`src/rtl/char_row_writer_pkg.sv`:
```
// ----------------------------------------------------------------------------
// char_pkg
// Shared constants and types for the character row writer.
//   - Widths of the host byte, glyph code and cell address.
//   - Glyph code constants (blank cell, digit and letter bases).
//   - ASCII control codes handled by the writer (CR, BS, FF).
//   - FSM state encoding.
// ----------------------------------------------------------------------------
package char_pkg;

    localparam int unsigned BYTE_W  = 8;
    localparam int unsigned GLYPH_W = 6;
    localparam int unsigned ADDR_W  = 6;
    localparam int unsigned MAX_COLS = 64;

    // Glyph codes
    localparam logic [GLYPH_W-1:0] BLANK_CODE    = 6'h3F;
    localparam logic [GLYPH_W-1:0] GLYPH_DIGIT0  = 6'd0;
    localparam logic [GLYPH_W-1:0] GLYPH_ALPHA_A = 6'd10;

    // ASCII control and range boundaries
    localparam logic [BYTE_W-1:0] CR          = 8'h0D;
    localparam logic [BYTE_W-1:0] BS          = 8'h08;
    localparam logic [BYTE_W-1:0] FF          = 8'h0C;
    localparam logic [BYTE_W-1:0] ASCII_SPACE = 8'h20;
    localparam logic [BYTE_W-1:0] ASCII_0     = 8'h30;
    localparam logic [BYTE_W-1:0] ASCII_9     = 8'h39;
    localparam logic [BYTE_W-1:0] ASCII_UC_A  = 8'h41;
    localparam logic [BYTE_W-1:0] ASCII_UC_Z  = 8'h5A;
    localparam logic [BYTE_W-1:0] ASCII_LC_A  = 8'h61;
    localparam logic [BYTE_W-1:0] ASCII_LC_Z  = 8'h7A;

    typedef enum logic [1:0] {
        ST_IDLE  = 2'd0,
        ST_WRITE = 2'd1,
        ST_CLEAR = 2'd2
    } state_t;

endpackage

```
`src/rtl/char_row_writer_if.sv`:
```
// ----------------------------------------------------------------------------
// char_row_writer_if
// Bundles the host byte handshake, the row-memory write port and the status
// outputs of the character row writer.
//   in_byte/in_valid/in_ready : host byte stream (valid/ready)
//   wr_allow                  : display side grants a memory write this cycle
//   wr_en/wr_addr/wr_char     : single-cycle write strobe into the row memory
//   cursor/busy               : writer status
// Modports:
//   slave  - the writer (char_row_writer)
//   master - host + display side driving the writer
// ----------------------------------------------------------------------------
interface char_row_writer_if;
    import char_pkg::*;

    logic [BYTE_W-1:0]  in_byte;
    logic               in_valid;
    logic               in_ready;
    logic               wr_allow;
    logic               wr_en;
    logic [ADDR_W-1:0]  wr_addr;
    logic [GLYPH_W-1:0] wr_char;
    logic [ADDR_W-1:0]  cursor;
    logic               busy;

    modport slave (
        input  in_byte,
        input  in_valid,
        output in_ready,
        input  wr_allow,
        output wr_en,
        output wr_addr,
        output wr_char,
        output cursor,
        output busy
    );

    modport master (
        output in_byte,
        output in_valid,
        input  in_ready,
        output wr_allow,
        input  wr_en,
        input  wr_addr,
        input  wr_char,
        input  cursor,
        input  busy
    );

endinterface

```
`src/rtl/char_row_writer_ascii_to_glyph.sv`:
```
// ----------------------------------------------------------------------------
// ascii_to_glyph
// Purely combinational ASCII byte -> 6-bit glyph code mapper.
//   '0'-'9' -> 0..9, 'A'-'Z' -> 10..35, everything else -> BLANK.
// Build option:
//   CHAR_ROW_WRITER_LOWERCASE_EN defined : 'a'-'z' share the uppercase glyphs.
//   undefined (default)                  : 'a'-'z' map to BLANK.
// Ports:
//   i_byte    in  8  ASCII byte
//   o_glyph_c out 6  glyph code (combinational)
// ----------------------------------------------------------------------------
module ascii_to_glyph
    import char_pkg::*;
#(
    parameter logic [GLYPH_W-1:0] BLANK = char_pkg::BLANK_CODE
) (
    input  logic [BYTE_W-1:0]  i_byte,
    output logic [GLYPH_W-1:0] o_glyph_c
);

    // Range decode into glyph code
    always_comb begin
        o_glyph_c = BLANK;
        if ((i_byte >= ASCII_0) && (i_byte <= ASCII_9)) begin
            o_glyph_c = GLYPH_DIGIT0 + GLYPH_W'(i_byte - ASCII_0);
        end else if ((i_byte >= ASCII_UC_A) && (i_byte <= ASCII_UC_Z)) begin
            o_glyph_c = GLYPH_ALPHA_A + GLYPH_W'(i_byte - ASCII_UC_A);
`ifdef CHAR_ROW_WRITER_LOWERCASE_EN
        end else if ((i_byte >= ASCII_LC_A) && (i_byte <= ASCII_LC_Z)) begin
            o_glyph_c = GLYPH_ALPHA_A + GLYPH_W'(i_byte - ASCII_LC_A);
`endif
        end
    end

endmodule

```
`src/rtl/char_row_writer.sv`:
```
// ----------------------------------------------------------------------------
// char_row_writer
// Host-side writer for the character row buffer. Accepts ASCII bytes over a
// valid/ready handshake, maps them to glyph codes and issues single-cycle
// write strobes into the row memory while the display grants access.
// Supports cursor wrap, CR (cursor home), BS (erase previous cell) and FF
// (clear whole row).
// Build option: CHAR_ROW_WRITER_LOWERCASE_EN (handled in ascii_to_glyph).
// Parameters:
//   COLS       number of cells, 2..64
//   BLANK_CODE glyph code of an empty cell
// Ports:
//   clk   in  system clock, rising edge
//   rst   in  asynchronous active-high reset
//   bus   slave modport of char_row_writer_if
//         (in_byte/in_valid/in_ready, wr_allow, wr_en/wr_addr/wr_char,
//          cursor, busy; all outputs registered)
// ----------------------------------------------------------------------------
module char_row_writer
    import char_pkg::*;
#(
    parameter int unsigned         COLS       = 64,
    parameter logic [GLYPH_W-1:0]  BLANK_CODE = char_pkg::BLANK_CODE
) (
    input  logic               clk,
    input  logic               rst,
    char_row_writer_if.slave   bus
);

    localparam logic [ADDR_W-1:0] LAST_COL = ADDR_W'(COLS - 1);

    // Elaboration-time guard on the column count
    if ((COLS < 2) || (COLS > MAX_COLS)) begin : g_bad_cols
        $error("char_row_writer: COLS out of range 2..64");
    end

    state_t             r_state,     w_state_n;
    logic               r_in_ready,  w_in_ready_n;
    logic               r_wr_en,     w_wr_en_n;
    logic [ADDR_W-1:0]  r_wr_addr,   w_wr_addr_n;
    logic [GLYPH_W-1:0] r_wr_char,   w_wr_char_n;
    logic [ADDR_W-1:0]  r_cursor,    w_cursor_n;
    logic [ADDR_W-1:0]  r_clr_cnt,   w_clr_cnt_n;
    logic [GLYPH_W-1:0] r_pend_char, w_pend_char_n;
    logic               r_pend_adv,  w_pend_adv_n;
    logic               r_busy,      w_busy_n;

    logic [GLYPH_W-1:0] w_glyph;
    logic               w_accept;

    // Glyph lookup for the byte on the bus
    ascii_to_glyph #(
        .BLANK (BLANK_CODE)
    ) u_ascii_to_glyph (
        .i_byte    (bus.in_byte),
        .o_glyph_c (w_glyph)
    );

    // Handshake completes only in IDLE; in_ready already implies that
    assign w_accept = bus.in_valid && r_in_ready && (r_state == ST_IDLE);

    // State and output registers
    always_ff @(posedge clk or posedge rst) begin
        if (rst) begin
            r_state     <= ST_IDLE;
            r_in_ready  <= 1'b0;
            r_wr_en     <= 1'b0;
            r_wr_addr   <= '0;
            r_wr_char   <= '0;
            r_cursor    <= '0;
            r_clr_cnt   <= '0;
            r_pend_char <= '0;
            r_pend_adv  <= 1'b0;
            r_busy      <= 1'b0;
        end else begin
            r_state     <= w_state_n;
            r_in_ready  <= w_in_ready_n;
            r_wr_en     <= w_wr_en_n;
            r_wr_addr   <= w_wr_addr_n;
            r_wr_char   <= w_wr_char_n;
            r_cursor    <= w_cursor_n;
            r_clr_cnt   <= w_clr_cnt_n;
            r_pend_char <= w_pend_char_n;
            r_pend_adv  <= w_pend_adv_n;
            r_busy      <= w_busy_n;
        end
    end

    // Next-state and next-output logic
    always_comb begin
        w_state_n     = r_state;
        w_wr_en_n     = 1'b0;
        w_wr_addr_n   = r_wr_addr;
        w_wr_char_n   = r_wr_char;
        w_cursor_n    = r_cursor;
        w_clr_cnt_n   = r_clr_cnt;
        w_pend_char_n = r_pend_char;
        w_pend_adv_n  = r_pend_adv;

        unique case (r_state)
            ST_IDLE: begin
                if (w_accept) begin
                    if (bus.in_byte == CR) begin
                        w_cursor_n = '0;
                    end else if (bus.in_byte == BS) begin
                        // Step back first; the blank lands on the new cursor
                        w_cursor_n    = (r_cursor == '0) ? '0 : (r_cursor - ADDR_W'(1));
                        w_pend_char_n = BLANK_CODE;
                        w_pend_adv_n  = 1'b0;
                        w_state_n     = ST_WRITE;
                    end else if (bus.in_byte == FF) begin
                        w_clr_cnt_n = '0;
                        w_state_n   = ST_CLEAR;
                    end else if (bus.in_byte >= ASCII_SPACE) begin
                        w_pend_char_n = w_glyph;
                        w_pend_adv_n  = 1'b1;
                        w_state_n     = ST_WRITE;
                    end
                    // Remaining control bytes are consumed silently
                end
            end

            ST_WRITE: begin
                if (bus.wr_allow) begin
                    w_wr_en_n   = 1'b1;
                    w_wr_addr_n = r_cursor;
                    w_wr_char_n = r_pend_char;
                    if (r_pend_adv) begin
                        w_cursor_n = (r_cursor == LAST_COL) ? '0 : (r_cursor + ADDR_W'(1));
                    end
                    w_state_n = ST_IDLE;
                end
            end

            ST_CLEAR: begin
                if (bus.wr_allow) begin
                    w_wr_en_n   = 1'b1;
                    w_wr_addr_n = r_clr_cnt;
                    w_wr_char_n = BLANK_CODE;
                    if (r_clr_cnt == LAST_COL) begin
                        w_clr_cnt_n = '0;
                        w_cursor_n  = '0;
                        w_state_n   = ST_IDLE;
                    end else begin
                        w_clr_cnt_n = r_clr_cnt + ADDR_W'(1);
                    end
                end
            end

            default: begin
                w_state_n = ST_IDLE;
            end
        endcase

        // Ready and busy follow the state we are about to enter
        w_in_ready_n = (w_state_n == ST_IDLE);
        w_busy_n     = (w_state_n != ST_IDLE);
    end

    assign bus.in_ready = r_in_ready;
    assign bus.wr_en    = r_wr_en;
    assign bus.wr_addr  = r_wr_addr;
    assign bus.wr_char  = r_wr_char;
    assign bus.cursor   = r_cursor;
    assign bus.busy     = r_busy;

endmodule

```
`src/flat_wrapper.sv`:
```
// flat-port wrapper written by rule: the top's interface ports become plain ports
module char_row_writer_flat import char_pkg::*;
#(
    parameter int unsigned         COLS       = 64,
    parameter logic [GLYPH_W-1:0]  BLANK_CODE = char_pkg::BLANK_CODE
)
  (clk, rst, bus_in_byte, bus_in_valid, bus_in_ready, bus_wr_allow, bus_wr_en, bus_wr_addr, bus_wr_char, bus_cursor, bus_busy);
  char_row_writer_if bus_i ();
  input  logic clk;
  input  logic rst;
  input wire logic [$bits(bus_i.in_byte)-1:0] bus_in_byte;
  input wire logic [$bits(bus_i.in_valid)-1:0] bus_in_valid;
  output wire logic [$bits(bus_i.in_ready)-1:0] bus_in_ready;
  input wire logic [$bits(bus_i.wr_allow)-1:0] bus_wr_allow;
  output wire logic [$bits(bus_i.wr_en)-1:0] bus_wr_en;
  output wire logic [$bits(bus_i.wr_addr)-1:0] bus_wr_addr;
  output wire logic [$bits(bus_i.wr_char)-1:0] bus_wr_char;
  output wire logic [$bits(bus_i.cursor)-1:0] bus_cursor;
  output wire logic [$bits(bus_i.busy)-1:0] bus_busy;
  assign bus_i.in_byte = bus_in_byte;
  assign bus_i.in_valid = bus_in_valid;
  assign bus_in_ready = bus_i.in_ready;
  assign bus_i.wr_allow = bus_wr_allow;
  assign bus_wr_en = bus_i.wr_en;
  assign bus_wr_addr = bus_i.wr_addr;
  assign bus_wr_char = bus_i.wr_char;
  assign bus_cursor = bus_i.cursor;
  assign bus_busy = bus_i.busy;
  char_row_writer #(.COLS(COLS), .BLANK_CODE(BLANK_CODE)) u_core (.clk(clk), .rst(rst), .bus(bus_i));
endmodule
```
`config.mk`:
```
export PLATFORM = sky130hd
export DESIGN_NAME = char_row_writer_flat
export DESIGN_NICKNAME = d
export VERILOG_FILES = /design/src/rtl/char_row_writer_pkg.sv /design/src/rtl/char_row_writer_if.sv /design/src/rtl/char_row_writer_ascii_to_glyph.sv /design/src/rtl/char_row_writer.sv /design/src/flat_wrapper.sv
export SDC_FILE = /design/constraint.sdc
export NUM_CORES = 1
export LEC_CHECK = 0
export CAP_MARGIN = 20
export CORE_ASPECT_RATIO = 1.5
export CORE_UTILIZATION = 45
export CTS_BUF_LIST = sky130_fd_sc_hd__clkbuf_4
export CTS_CLUSTER_DIAMETER = 50
export DETAILED_ROUTE_END_ITERATION = 10
export PLACE_DENSITY = 0.66
export SLEW_MARGIN = 20
export SYNTH_ARGS = -nofsm -noshare
export SYNTH_HDL_FRONTEND = slang
export SYNTH_HIERARCHICAL = 1
export SYNTH_SLANG_ARGS = --single-unit
export TNS_END_PERCENT = 1
```
`constraint.sdc`:
```
create_clock -name clk -period 2.6 [get_ports clk]
set_clock_uncertainty 0.15 [all_clocks]
set_input_delay 0.52 -clock clk [delete_from_list [all_inputs] [get_ports clk]]
set_output_delay 0.52 -clock clk [all_outputs]
set_load 0.05 [all_outputs]
```
==> results.md, run 1 <==
- Status: finished, final reports clean
- Ys flop type: dfrtp_1
- DP Worst Slack: -0.06235 ns
- Hold buffers post-CTS: 0
- H-Tree Depth: 2
- Buf/Inv on CP: 1
- Fin crit share: 0.9383
- Vias: 2,085
- CP delay by family, top: buffers and inverters
- Max-Cap Viols: 0
- Leak: 0.001291 uW
- Max Slew Vio Count: 0
- Area of the die: 0.005492 mm^2
- Crit path kind: reg -> out
- TritonCTS buffer count: 5
- Fraction of layout cells with a size suffix above 1: 0.1546
- TritonCTS clock tree: yes
- Clk sinks: 36
- Most common cell in the netlist: dfrtp_1
- Kind of start point of the critical path: flop
- Footprint of the multi-input gates: 0.001340 mm^2
- Worst endpoint required time: 1.93 ns
- RSZ-0062 raised after global routing: false
- CP max stage delay: 0.87 ns
- CTS clock-pin slew for the worst setup and hold paths: 0.11 ns
- Synth async-reset ratio: 1.000
- Hold_sp: u_core/bus.wr_char[3]
- Clock buffer depth: 2
- Worst hold path class: reg -> reg
- Cell Pwr Density: 1019 mW/mm^2
- Die Wd: 60.85 um
- Post-layout net count: 343
- Mapped Cells: 258
- Top cells by count, synth: dfrtp_1 (36), nand2_1 (30), o21ai_0 (27)
- Setup violations, final: 0
- Resize count post-CTS: 0
- Maximum number of pins on one net before global-route repair: 37
- Maximum clock rate: 409.9 MHz
- Residual DRC: 0
- Worst-margin pin slew: 0.7209 ns
- Vias in the first global route: 2,063
- Slew Limit Headroom: 0.5143
- Row count: 31
- Arrival @ worst endpoint: 1.77 ns
- Setup bufs post-CTS: 0
- Layout overhead on the synthesized area: 27.94%
- Post-DR vias/cell: 5.444
- Syn Area/Cell: 9.059 um^2
- Peak supply drop: 0.8003 mV
- Crit-path max FO: 10
- Antenna diodes: 0
- Final Wtd Congestion: 0.8932
- Die height: 90.27 um
- Fillers: 474
- Part of the Yosys area used for sequential elements: 0.3854
- Top cells by area, synth: dfrtp_1 (39%), ha_1 (8.0%), o21ai_0 (5.8%)
- Iter 0 DRT Violations: 99
- Crit path time final: 2.440 ns
- Antenna viol nets, final: 0
- Synth unique cells: 62
- Reg area: 900.9 um^2
- HPWL after detailed placement: 4200 um
- GRT overflow: 0
- All-Layer GR Usage: 0.2222
- DRT Pass-1 Iters: 4
- Post-synthesis net count: 285
- CP max-delay cell: clkdlybuf4s50_1
- Fin. Hold Viols: 0
- First-pass GRT wire length: 9252 um
- Core area: 0.004926 mm^2
- Initial antenna violation count: 0
- CP Capture Type: output port
- Crit path launch: u_core/bus.cursor[2]
- Reg2reg start: u_core/r_state[1]
- IO buf count: 32
- YS warnings: 6
- Synthesized flop and latch total: 36
- Top-area cell type share of the netlist area: 0.3854
- CTS Root Cell: clkbuf_4
- Post-route setup slack: 0.1603 ns
- CP Cell Sequence: clkdlybuf4s50_1
- Wire per inst: 14.23 um
- EDFF count, synth: 0
- Area leader, netlist: dfrtp_1
- Top Ports: 33
- Routed WL: 5450 um
- Clock latency on the worst-skew pair: 0.34 ns
- Post-Syn Area: 0.002337 mm^2
- Initial Utilization: 0.4745
- Finished Core Util: 0.6071
## area by class of cell
type,instances,share of cell area
inverter,15,0.01883
sequential,36,0.3013
multi-input combinational,198,0.4481
clock inverter,3,0.01423
tap,66,0.02762
clock buffer,5,0.01255
timing repair buffer,60,0.1774
## metrics by stage
step	hold slack, ns	power [uW]	setup TNS [ns]	instance area [um^2]	std cells
finish	0.3370	3048	0	2990	383
global route	0.3611	3257	0	2990	383
detailed placement	0.3188	2672	-0.4771	2910	375
global placement	0.3135	2652	-0.07803	2910	375
floorplan	0.3107	2053	0	2337	258
CTS	0.3456	3076	0	2990	383
## where the power goes
group	internal [uW]	leakage (uW)	total, uW	switching [uW]
clock network	200	0.0000412	391	191
logic	666	0.000823	1760	1090
registers	751	0.000427	900	149
## worst paths after layout
check | endpoint | slack (ns) | cells past startpoint
worst max-delay path | bus_cursor[2] | 0.16 | 1
max in group asynchronous | u_core/bus.cursor[2] | 1.55 | 3
min in group asynchronous | u_core/bus.wr_char[2] | 0.43 | 3
worst min register to register | u_core/bus.wr_char[3] | 0.34 | 2
worst max register to register | u_core/r_clr_cnt[2] | 0.21 | 7
worst min-delay path | u_core/bus.wr_char[3] | 0.34 | 2
## cells in the final DEF, fill, tap and decap left out, types with 5 or more instances in the layout
master / instances
clkbuf_4: 5
o22a_1: 7
ha_1: 15
mux2i_1: 5
dfrtp_1: 36
buf_4: 28
nor3_1: 5
nand2_1: 30
clkdlybuf4s50_1: 32
nand3_1: 10
a21oi_1: 13
nor2_1: 17
inv_1: 14
o21ai_0: 26
## cells by family after synthesis
group                    Yosys count  share of synthesized area
XOR/XNOR                           4                    0.01499
adder cells (fa/ha/maj)           15                    0.08030
flip-flops                        36                     0.3854
buffers and inverters             24                    0.04122
multiplexers                       6                    0.02623
AND/OR/NAND/NOR                   91                     0.2147
AO/OA/AOI/OAI                     82                     0.2372
## metal layers
| metal | GRT usage | share of wire |
|---|---|---|
| met3 | 0.03725 | 0.029 |
| met2 | 0.3709 | 0.51 |
| met5 | 0 | 0 |
| met4 | 0.08712 | 0.025 |
| met1 | 0.2758 | 0.44 |
## registers in the layout (all words and copies together), names as in the netlist
| signal | flops |
|---|---|
| u_core/bus.busy | 1 |
| u_core/bus.cursor | 6 |
| u_core/bus.in_ready | 1 |
| u_core/bus.wr_addr | 6 |
| u_core/bus.wr_char | 6 |
| u_core/bus.wr_en | 1 |
| u_core/r_clr_cnt | 6 |
| u_core/r_pend_adv | 1 |
| u_core/r_pend_char | 6 |
| u_core/r_state | 2 |
Note: power is estimated with default switching activity, not from simulation.
==> inputs of run 2 (changes only) <==
- CAP_MARGIN: 20 -> 25
==> results of run 2 <==
Final layout, timing and power as in run 1 (identical DEF).
